==> config.mk <==
export PLATFORM = sky130hd
export DESIGN_NAME = pipeline_ctrl
export DESIGN_NICKNAME = d
export VERILOG_FILES = /design/src/rtl/pipe_pkg.sv /design/src/rtl/pipe_perf_ctr.sv /design/src/rtl/pipeline_ctrl.sv
export SDC_FILE = /design/constraint.sdc
export NUM_CORES = 1
export LEC_CHECK = 0
export ABC_AREA = 1
export BUFFER_PORTS_ARGS = -buffer_cell sky130_fd_sc_hd__buf_4
export CAP_MARGIN = 10
export CELL_PAD_IN_SITES_DETAIL_PLACEMENT = 0
export CELL_PAD_IN_SITES_GLOBAL_PLACEMENT = 1
export CORE_ASPECT_RATIO = 0.75
export CORE_MARGIN = 5
export CORE_UTILIZATION = 29
export DETAILED_ROUTE_END_ITERATION = 16
export PLACE_DENSITY_LB_ADDON = 0.25
export SYNTH_ARGS = -nofsm -noshare
export SYNTH_HDL_FRONTEND = slang
export SYNTH_SLANG_ARGS = --single-unit
==> constraint.sdc <==
create_clock -name clk -period 2.3 [get_ports clk]
set_input_delay 0.345 -clock clk [delete_from_list [all_inputs] [get_ports clk]]
set_output_delay 0.345 -clock clk [all_outputs]
set_load 0.05 [all_outputs]
==> src/rtl/pipe_pkg.sv <==
// Shared pipeline definitions: controller state encoding, NOP encoding and the
// load-use hazard predicate used by both the controller and the forwarding unit.
package pipe_pkg;

    typedef enum logic [1:0] {
        RUN      = 2'd0,
        MEM_WAIT = 2'd1,
        ERR      = 2'd2
    } ctrl_state_t;

    localparam logic [31:0] NOP_INSN = 32'h0000_0013;

    // x0 never carries a real dependency, so rd_ex == 0 can never cause a stall.
    function automatic logic load_use_hazard(
        input logic       is_load_ex,
        input logic       reg_write_ex,
        input logic [4:0] rd_ex,
        input logic [4:0] rs1_id,
        input logic [4:0] rs2_id,
        input logic       uses_rs1_id,
        input logic       uses_rs2_id
    );
        return is_load_ex && reg_write_ex && (rd_ex != 5'd0) &&
               ((uses_rs1_id && (rs1_id == rd_ex)) ||
                (uses_rs2_id && (rs2_id == rd_ex)));
    endfunction

endpackage

==> src/rtl/pipe_perf_ctr.sv <==
// Saturating 32-bit event counter with enable.
module pipe_perf_ctr (
    input  logic        clk,
    input  logic        rst,
    input  logic        en,
    output logic [31:0] count
);

    always_ff @(posedge clk or posedge rst) begin
        if (rst) begin
            count <= 32'd0;
        end else if (en && (count != 32'hFFFF_FFFF)) begin
            count <= count + 32'd1;
        end
    end

endmodule

==> src/rtl/pipeline_ctrl.sv <==
// Stall / freeze / bubble / flush sequencing for the 3-stage pipeline with a
// memory-wait watchdog. Performance counters are built only with PIPE_CTRL_PERF_EN.
module pipeline_ctrl
    import pipe_pkg::*;
#(
    parameter int MEM_TIMEOUT = 255,
    parameter int CNT_W       = 8
) (
    input  logic        clk,
    input  logic        rst,
    input  logic [4:0]  rs1_id,
    input  logic [4:0]  rs2_id,
    input  logic        uses_rs1_id,
    input  logic        uses_rs2_id,
    input  logic [4:0]  rd_ex,
    input  logic        reg_write_ex,
    input  logic        is_load_ex,
    input  logic        branch_taken_ex,
    input  logic        dmem_req_ex,
    input  logic        dmem_ack,
    output logic        stall_if,
    output logic        stall_id,
    output logic        freeze_ex,
    output logic        bubble_ex,
    output logic        flush_id,
    output logic [1:0]  ctrl_state,
    output logic        mem_err,
    output logic [31:0] perf_stall_cycles,
    output logic [31:0] perf_flush_count
);

    localparam logic [CNT_W:0] TIMEOUT_V = (CNT_W+1)'(MEM_TIMEOUT);

    ctrl_state_t      state_q, state_d;
    logic [CNT_W-1:0] wait_cnt;
    logic [CNT_W:0]   wait_inc;
    logic             lu, mp, timeout_hit, hold, live;

    assign lu  = load_use_hazard(is_load_ex, reg_write_ex, rd_ex, rs1_id, rs2_id,
                                 uses_rs1_id, uses_rs2_id);
    assign mp  = dmem_req_ex && !dmem_ack;
    assign wait_inc = {1'b0, wait_cnt} + {{CNT_W{1'b0}}, 1'b1};
    // wait_inc includes the current cycle, so ERR follows exactly MEM_TIMEOUT un-acked waits.
    assign timeout_hit = (MEM_TIMEOUT != 0) && (wait_inc == TIMEOUT_V);

    assign hold = ((state_q == RUN) && mp) || ((state_q == MEM_WAIT) && !dmem_ack) ||
                  (state_q == ERR);
    assign live = (state_q == RUN) || (state_q == MEM_WAIT);

    always_ff @(posedge clk or posedge rst) begin
        if (rst) begin
            state_q <= RUN;
        end else begin
            state_q <= state_d;
        end
    end

    always_comb begin
        state_d = state_q;
        case (state_q)
            RUN:      if (mp) state_d = MEM_WAIT;
            MEM_WAIT: begin
                if (dmem_ack)         state_d = RUN;
                else if (timeout_hit) state_d = ERR;
            end
            ERR:      state_d = ERR;
            default:  state_d = RUN;
        endcase
    end

    // Priority: freeze over flush over load-use stall; everything is quiet under reset.
    always_comb begin
        stall_if  = 1'b0;
        stall_id  = 1'b0;
        freeze_ex = 1'b0;
        bubble_ex = 1'b0;
        flush_id  = 1'b0;
        if (!rst) begin
            if (hold) begin
                stall_if  = 1'b1;
                stall_id  = 1'b1;
                freeze_ex = 1'b1;
            end else if (live && branch_taken_ex) begin
                flush_id  = 1'b1;
                bubble_ex = 1'b1;
            end else if (live && lu) begin
                stall_if  = 1'b1;
                stall_id  = 1'b1;
                bubble_ex = 1'b1;
            end
        end
    end

    always_ff @(posedge clk or posedge rst) begin
        if (rst) begin
            wait_cnt <= '0;
            mem_err  <= 1'b0;
        end else begin
            if ((state_q != MEM_WAIT) && (state_d == MEM_WAIT)) begin
                wait_cnt <= '0;
            end else if ((state_q == MEM_WAIT) && !dmem_ack && (wait_cnt != '1)) begin
                wait_cnt <= wait_inc[CNT_W-1:0];
            end
            if (state_d == ERR) begin
                mem_err <= 1'b1;
            end
        end
    end

    assign ctrl_state = state_q;

`ifdef PIPE_CTRL_PERF_EN
    pipe_perf_ctr u_stall_ctr (
        .clk   (clk),
        .rst   (rst),
        .en    (stall_if),
        .count (perf_stall_cycles)
    );

    pipe_perf_ctr u_flush_ctr (
        .clk   (clk),
        .rst   (rst),
        .en    (flush_id),
        .count (perf_flush_count)
    );
`else
    assign perf_stall_cycles = 32'd0;
    assign perf_flush_count  = 32'd0;
`endif

endmodule

## After elaboration in Yosys (flattened, before gate mapping)

Index checks and enable logic that the tools add are counted.

| operators by class | value |
|---|---|
| add/sub/neg operators | 1 |
| $mul | 0 |
| divide/modulo/power cells | 0 |
| $lt $le $gt $ge | 0 |
| equal/unequal tests | 9 |
| shift operators | 0 |
| muxes and demuxes | 18 |
| bitwise gates (word level) | 0 |
| reduce and logical (&&, ||, !) cells | 20 |

Operators with widths:

| operator | count |
|---|---|
| $mux W8 | 2 |
| $logic_and A1 B1 Y1 | 12 |
| $mux W1 | 12 |
| $eq A5 B5 Y1 | 2 |
| $add A8 B1 Y9 const B | 1 |
| $eq A9 B8 Y1 const B | 1 |
| $ne A8 B8 Y1 const B | 1 |
| $mux W2 | 3 |
| $pmux W2 S3 | 1 |
| $reduce_bool A5 Y1 | 1 |
| $eq A2 B1 Y1 const B | 2 |
| $eq A2 B2 Y1 const B | 2 |
| $logic_or A1 B1 Y1 | 4 |
| $logic_not A2 Y1 | 1 |
| $ne A2 B1 Y1 const B | 1 |
| $reduce_bool A2 Y1 | 1 |
| $logic_not A1 Y1 | 1 |

| word-level totals | value |
|---|---|
| bits in registers | 11 |
| latch bits | 0 |
| memory bits (writable) | 0 |
| ROM bits | 0 |
| input bits | 24 |
| output and inout port bits | 72 |
| memories kept | 0 |

## Logic depth before layout (Yosys ltp)

Gate-level depths: netlist (run 1).

| depth | value |
|---|---|
| depth after elaboration | 9 |
| gate-level depth with buffers | 10 |

## Worst setup path before layout (run 1)

No wires, ideal clock.

| timing | value |
|---|---|
| kind | reg-to-output |
| from | reg state_q[1], in the netlist ctrl_state[1] |
| to | out stall_if |
| data arrival time | 1.818 ns |
| slack | 0.137 ns |
| stages on the path, launching flop included | 7 |
| path buffers | 1 |
| cells stage by stage | dfrtp_1 -> inv_1 -> nand4_1 -> nand3_1 -> nand2_1 -> nand2_1 -> buf_4 |

| on the way | value |
|---|---|
| word-level cells in the longest chain between the ends | 7 |

RTL lines:

| element | line | source |
|---|---|---|
| start: declaration | pipeline_ctrl.sv:34 | `ctrl_state_t state_q, state_d;` |
| start signal: assignment | pipeline_ctrl.sv:54 | `state_q <= state_d;` |
| $eq A2 B1 Y1 or $logic_not A2 Y1 (tied branches) | pipeline_ctrl.sv:46, pipeline_ctrl.sv:48 |  |
| $logic_or A1 B1 Y1 | pipeline_ctrl.sv:48 | `assign live = (state_q == RUN) \|\| (state_q == MEM_WAIT);` |
| $logic_and A1 B1 Y1 | pipeline_ctrl.sv:86 | `end else if (live && lu) begin` |
| $mux W1 (2 in a row) | n/a |  |
| $mux W1 (*) (2 in a row) | n/a |  |
| end: declaration | pipeline_ctrl.sv:21 | `output logic stall_if,` |

Every way passes the cells marked *; elsewhere a longest branch is shown, timed or not.

## Final worst setup path (run 1)

| timing | value |
|---|---|
| from | reg state_q[1], in the netlist ctrl_state[1] |
| to | out bubble_ex |

| on the way | value |
|---|---|
| word-level cells in the longest chain between the ends | 7 |

RTL lines:

| element | line | source |
|---|---|---|
| $eq A2 B1 Y1 or $logic_not A2 Y1 (tied branches) | pipeline_ctrl.sv:46, pipeline_ctrl.sv:48 |  |
| $logic_or A1 B1 Y1 | pipeline_ctrl.sv:48 |  |
| $logic_and A1 B1 Y1 | pipeline_ctrl.sv:86 |  |
| $mux W1 | pipeline_ctrl.sv:86 |  |
| $mux W1 | pipeline_ctrl.sv:83 | `end else if (live && branch_taken_ex) begin` |
| $mux W1 (*) | pipeline_ctrl.sv:79 | `if (hold) begin` |
| $mux W1 (*) | pipeline_ctrl.sv:78 | `if (!rst) begin` |
| end: declaration | pipeline_ctrl.sv:24 | `output logic bubble_ex,` |

Marks and branches as above.

==> flow_metrics.env, run 1 <==
export IMPL_final_max_slew_viol_count=0
export IMPL_yosys_area_top_type_share_pct=35.7
export IMPL_io_pins=96
export IMPL_ys_seq_elements=11
export IMPL_grt_pass1_wl_um=4430
export IMPL_overflow=0
export IMPL_worst_setup_path_type="reg -> out"
export IMPL_endpoint="bubble_ex"
export IMPL_yosysMostFrequentCell="buf_4"
export IMPL_cts_resized=0
export IMPL_finalWirelength_um=2970
export IMPL_grt_util_all_layers_pct=8.87
export IMPL_leakagePower_nw=0.924
export IMPL_cpPeakStageDelay_ns=0.36
export IMPL_initial_utilization_pct=30.3
export IMPL_crit_arrival_ns=1.52
export IMPL_cts_hold_fix_buffers=0
export IMPL_hp_class="in -> async"
export IMPL_drt_iter0_markers=90
export IMPL_cp_max_fo=7
export IMPL_fmax_ghz=0.537
export IMPL_r2r_cells=7
export IMPL_area_delta_synth_final_pct=7.41
export IMPL_dpl_hpwl_um=2590
export IMPL_finalNetCount=271
export IMPL_synthDistinctLibCells=19
export IMPL_yosys_area_top_type="buf_4"
export IMPL_clk_latency_ns=0.24
export IMPL_cp_depth=8
export IMPL_die_w_um=89.3
export IMPL_cp_cell_sequence="inv_1, nand4_1, buf_4, nand3_1, nor2_1, nand2_1, nand2_1, buf_4"
export IMPL_cts_root_buf="clkbuf_8"
export IMPL_cts_path_max_buffers=2
export IMPL_post_cts_buffers=0
export IMPL_vias=1146
export IMPL_total_power_uw=701
export IMPL_ys_flop_type="dfrtp_1"
export IMPL_drc=0
export IMPL_rows=21
export IMPL_layout_setup_ws_ns=0.439
export IMPL_critPathRequiredTime_ns=1.96
export IMPL_grt_max_degree=12
export IMPL_fin_hold_ws_ns=0.133
export IMPL_rrSetupSlack_ns=0.65
export IMPL_synth_common_cells="buf_4, nand2_1, inv_1, nor2_1, nand3_1"
export IMPL_period_share_pct=80.9
export IMPL_async_flop_share_pct=100
export IMPL_ir_drop_mv=0.159
export IMPL_cts_made_buffers=3
export IMPL_synth_area_leaders="buf_4, dfrtp_1, nand2_1"
export IMPL_fin_setup_tns_ns=0
export IMPL_die_area_mm2=0.00620
export IMPL_seq_area_frac_synth_pct=20.1
export IMPL_min_period_ns=1.86
export IMPL_cp_start_kind="flip-flop"
export IMPL_setup_viol_count_final=0
export IMPL_rsz0062_at_grt="false"
export IMPL_fin_skew_ns=0.00309
export IMPL_startpoint="ctrl_state[1]$_DFF_PP0_"
export IMPL_syn_area_mm2=0.00137
export IMPL_reg2reg_from="wait_cnt[1]$_DFFE_PP0P_"
export IMPL_wl_per_cell_um=9.87
export IMPL_postLayoutCoreUtil_pct=32.5
export IMPL_hold_viol_final=0
export IMPL_cts_sinks=11
export IMPL_grt_antenna_before_repair=0
export IMPL_port_buffers=31
export IMPL_final_layout_size_suffix_gt1_share_pct=16.8
export IMPL_maxCapViolCount=0
export IMPL_gp_congestion=0.738
export IMPL_r2r_end="wait_cnt[0]$_DFFE_PP0P_"
export IMPL_cts_max_level=1
export IMPL_dpl_worst_slack_ns=0.661
export IMPL_cpMaxStageDelayCell="dfrtp_1"
export IMPL_first_pass_iters=4
export IMPL_cp_num_buf_inv=3
export IMPL_cp_end_kind="primary output"
export IMPL_die_h_um=69.5
export IMPL_postRouteAntennaNets=0
export IMPL_powerDensity_mw_per_mm2=478
export IMPL_via_per_inst=3.81
export IMPL_outcome="complete, no violations"
export IMPL_yosysWarningCount=0
export IMPL_synth_edf_count=0
export IMPL_diodes=0
export IMPL_syn_avg_cell_area_um2=6.51
export IMPL_grt_pass1_vias=969
export IMPL_core_area_mm2=0.00452
export IMPL_path_clk_slew_ns=0.05
export IMPL_cp_top_family="simple AND/OR/NAND/NOR gates"
export IMPL_synth_cells=210
export IMPL_cts_tree="yes"
-- through the flow --
stage | std cells | instance area, um2
2_1_floorplan | 273 | 1600
3_3_place_gp | 297 | 1420
3_5_place_dp | 297 | 1420
4_1_cts | 301 | 1470
5_1_grt | 301 | 1470
6_report | 301 | 1470
-- worst reg2reg max path, cell delays in order, from the launching register on --
cell	delay [ns]
dfrtp_1	0.41
ha_1	0.26
nand2_2	0.09
nor3_2	0.17
nand2_1	0.08
nand2_2	0.18
nand2_1	0.20
o21ai_1	0.18
-- state kept, by name, indices dropped and copies added, names as in the netlist --
| register | flops |
|---|---|
| wait_cnt | 8 |
| mem_err | 1 |
| ctrl_state | 2 |
-- cell usage in the layout (no fill, tap or decap), types with 4 or more instances in the layout --
master,synthesis,layout
nand2_1,48,48
buf_4,65,33
nand4_1,4,4
nand3_1,15,15
dfrtp_1,11,11
o21ai_1,5,5
inv_1,26,26
o21ai_0,4,4
nor2_1,17,17
conb_1,1,64
-- layer usage --
layer | GRT usage [%] | part of all wire [%] | vias up
li1 | - | - | 586
met1 | 13.4 | 46 | 492
met2 | 13.1 | 41 | 66
met3 | 1.66 | 12 | 2
met4 | 1.49 | 0.50 | 0
met5 | 0 | 0 | -
-- where the power goes --
part,switching (mW),total [mW],internal (mW)
Clock,0.0756,0.198,0.122
Sequential,0,0.194,0.194
Combinational,0.270,0.310,0.0398
Total,0.346,0.701,0.356
-- cell families after synthesis --
group | share of synthesized area, %
AO/OA/AOI/OAI | 4.67
XOR/XNOR | 1.92
adder cells (fa/ha/maj) | 1.83
buffers and inverters | 43.9
flip-flops | 20.1
other | 0.274
AND/OR/NAND/NOR | 27.3
-- area by class of cell --
| cell class | instances | area (um2) |
|---|---|---|
| Timing Repair Buffer | 33 | 248 |
| Fill cell | 514 | 3050 |
| Tap cell | 57 | 71.3 |
| Clock buffer | 4 | 45.0 |
| Multi-Input combinational cell | 169 | 728 |
| Inverter | 27 | 101 |
| Sequential cell | 11 | 275 |
-- worst min-delay path by stage --
stage	slack (ns)	end	start	cells past startpoint
6_report	0.13	ctrl_state[1]$_DFF_PP0_	rst	3
5_1_grt	0.16	ctrl_state[1]$_DFF_PP0_	rst	3
4_1_cts	0.13	wait_cnt[4]$_DFFE_PP0P_	rst	3
3_5_place_dp	0.39	mem_err$_DFFE_PP0N_	rst	3
3_3_place_gp	0.39	mem_err$_DFFE_PP0N_	rst	3
2_1_floorplan	0.21	ctrl_state[0]$_DFF_PP0_	rst	1
Power figures use the tool's default switching activity.
==> inputs of run 2 (changes only) <==
- CORE_UTILIZATION: 29 -> 26
- clock period: 2.3 -> 1.9 ns (I/O delays scaled with it)
==> flow_metrics.env, run 2 (synthesized netlist as in run 1, its figures left out) <==
export IMPL_cts_made_buffers=3
export IMPL_ir_drop_mv=0.147
export IMPL_fin_hold_ws_ns=0.0769
export IMPL_final_cell_mix="conb_1, nand2_1, buf_4"
export IMPL_path_clk_slew_ns=0.05
export IMPL_fin_setup_tns_ns=0
export IMPL_rrSetupSlack_ns=0.29
export IMPL_first_pass_iters=4
export IMPL_layout_cells_non_filler=316
export IMPL_drt_iter0_markers=47
export IMPL_startpoint="ctrl_state[1]$_DFF_PP0_"
export IMPL_leakagePower_nw=0.924
export IMPL_finalNetCount=271
export IMPL_cts_resized=0
export IMPL_largest_reg_flops=8
export IMPL_r2r_cells=7
export IMPL_post_cts_buffers=0
export IMPL_final_layout_size_suffix_gt1_share_pct=17.6
export IMPL_rows=22
export IMPL_cpMostUsedCell="nand2_1"
export IMPL_crit_arrival_ns=1.42
export IMPL_cts_max_level=1
export IMPL_diodes=0
export IMPL_comb_power_share_pct=44.4
export IMPL_grt_max_degree=12
export IMPL_rsz0062_at_grt="false"
export IMPL_grt_pass1_vias=918
export IMPL_grt_antenna_before_repair=0
export IMPL_via_per_inst=3.61
export IMPL_initial_utilization_pct=27.4
export IMPL_grt_pass1_wl_um=4220
export IMPL_cpPeakStageDelay_ns=0.37
export IMPL_outcome="complete, no violations"
export IMPL_total_power_uw=850
export IMPL_vias=1142
export IMPL_p_int_uw=431
export IMPL_cts_tree="yes"
export IMPL_fmax_ghz=0.588
export IMPL_p_seq_share_pct=27.6
export IMPL_finalWirelength_um=3000
export IMPL_cts_root_buf="clkbuf_8"
export IMPL_hp_class="in -> async"
export IMPL_overflow=0
export IMPL_cts_sinks=11
export IMPL_postRouteAntennaNets=0
export IMPL_drc=0
export IMPL_switching_share_pct=49.3
export IMPL_grt_util_all_layers_pct=7.78
export IMPL_die_w_um=93.7
export IMPL_clk_latency_ns=0.24
export IMPL_gp_congestion=0.832
export IMPL_period_share_pct=89.6
export IMPL_min_period_ns=1.70
export IMPL_die_h_um=72.8
export IMPL_cp_max_fo=4
export IMPL_core_area_mm2=0.00498
export IMPL_cts_hold_fix_buffers=0
export IMPL_critPathRequiredTime_ns=1.62
export IMPL_cp_start_kind="flip-flop"
export IMPL_fin_skew_ns=0.00136
export IMPL_regMostFlops="wait_cnt"
export IMPL_cpMaxStageDelayCell="dfrtp_2"
export IMPL_dp_cells=312
export IMPL_switchingPower_uw=419
export IMPL_worst_setup_path_type="reg -> out"
export IMPL_powerDensity_mw_per_mm2=570
export IMPL_final_max_slew_viol_count=0
export IMPL_layout_commonest_cell="conb_1"
export IMPL_reg2reg_from="wait_cnt[1]$_DFFE_PP0P_"
export IMPL_power_frac_clock_pct=28.0
export IMPL_endpoint="bubble_ex"
export IMPL_dpl_hpwl_um=2610
export IMPL_maxCapViolCount=0
export IMPL_cp_end_kind="primary output"
export IMPL_port_buffers=31
export IMPL_r2r_end="wait_cnt[0]$_DFFE_PP0P_"
export IMPL_io_pins=96
export IMPL_cp_cell_sequence="inv_1, nand4_1, nand3_1, nor2_1, nand2_1, nand2_1, buf_4"
export IMPL_die_area_mm2=0.00683
export IMPL_hold_viol_final=0
export IMPL_setup_viol_count_final=0
export IMPL_area_delta_synth_final_pct=9.06
export IMPL_wl_per_cell_um=9.48
export IMPL_cts_path_max_buffers=2
## run 2: per-layer routing
metal  wire length (um)  part of all wire (%)  global-route usage, %
met5                  0                     0                      0
met4                 19                  0.63                   1.92
met3                336                    11                   2.06
met2               1230                    41                   11.5
met1               1410                    47                   11.2
## run 2: critical path, delay by kind of cell, from the launching register on
| family | cells | cell delay (ns) |
|---|---|---|
| buffers and inverters | 2 | 0.27 |
| AND/OR/NAND/NOR | 5 | 0.53 |
| flip-flops | 1 | 0.37 |
## run 2: cell type report
type	count	area (um2)
Clock buffer	4	45.0
Multi-Input combinational cell	169	731
Fill cell	547	3490
Timing Repair Buffer	33	248
Tap cell	72	90.1
Inverter	27	101
Sequential cell	11	277
## run 2: worst min-delay path by stage
stage                     startpoint                 endpoint  slack, ns  depth (start not counted)
after floorplan                  rst  ctrl_state[0]$_DFF_PP0_       0.15                          1
after global placement           rst      mem_err$_DFFE_PP0N_       0.33                          3
after detailed placement         rst      mem_err$_DFFE_PP0N_       0.33                          3
after CTS                        rst  wait_cnt[2]$_DFFE_PP0P_       0.08                          3
after global routing             rst  wait_cnt[2]$_DFFE_PP0P_       0.11                          3
final                            rst  ctrl_state[1]$_DFF_PP0_       0.08                          3
## run 2: power groups by stage
stage                     clock (mW)  sequential, mW  combinational, mW
final                          0.238           0.235              0.377
after global routing           0.255           0.234              0.395
after CTS                      0.244           0.235              0.374
after detailed placement           0           0.239              0.374
after global placement             0           0.239              0.373
after floorplan                    0           0.239              0.423
## run 2: through the flow
stage               worst slack (ns)  cell area [um2]  util [%]
floorplan                     0.0193             1610         -
detailed placement             0.313             1450      29.0
CTS                            0.171             1490      29.9
finish                         0.198             1490      29.9
global route                  0.0616             1490      29.9
global placement               0.351             1450      29.0
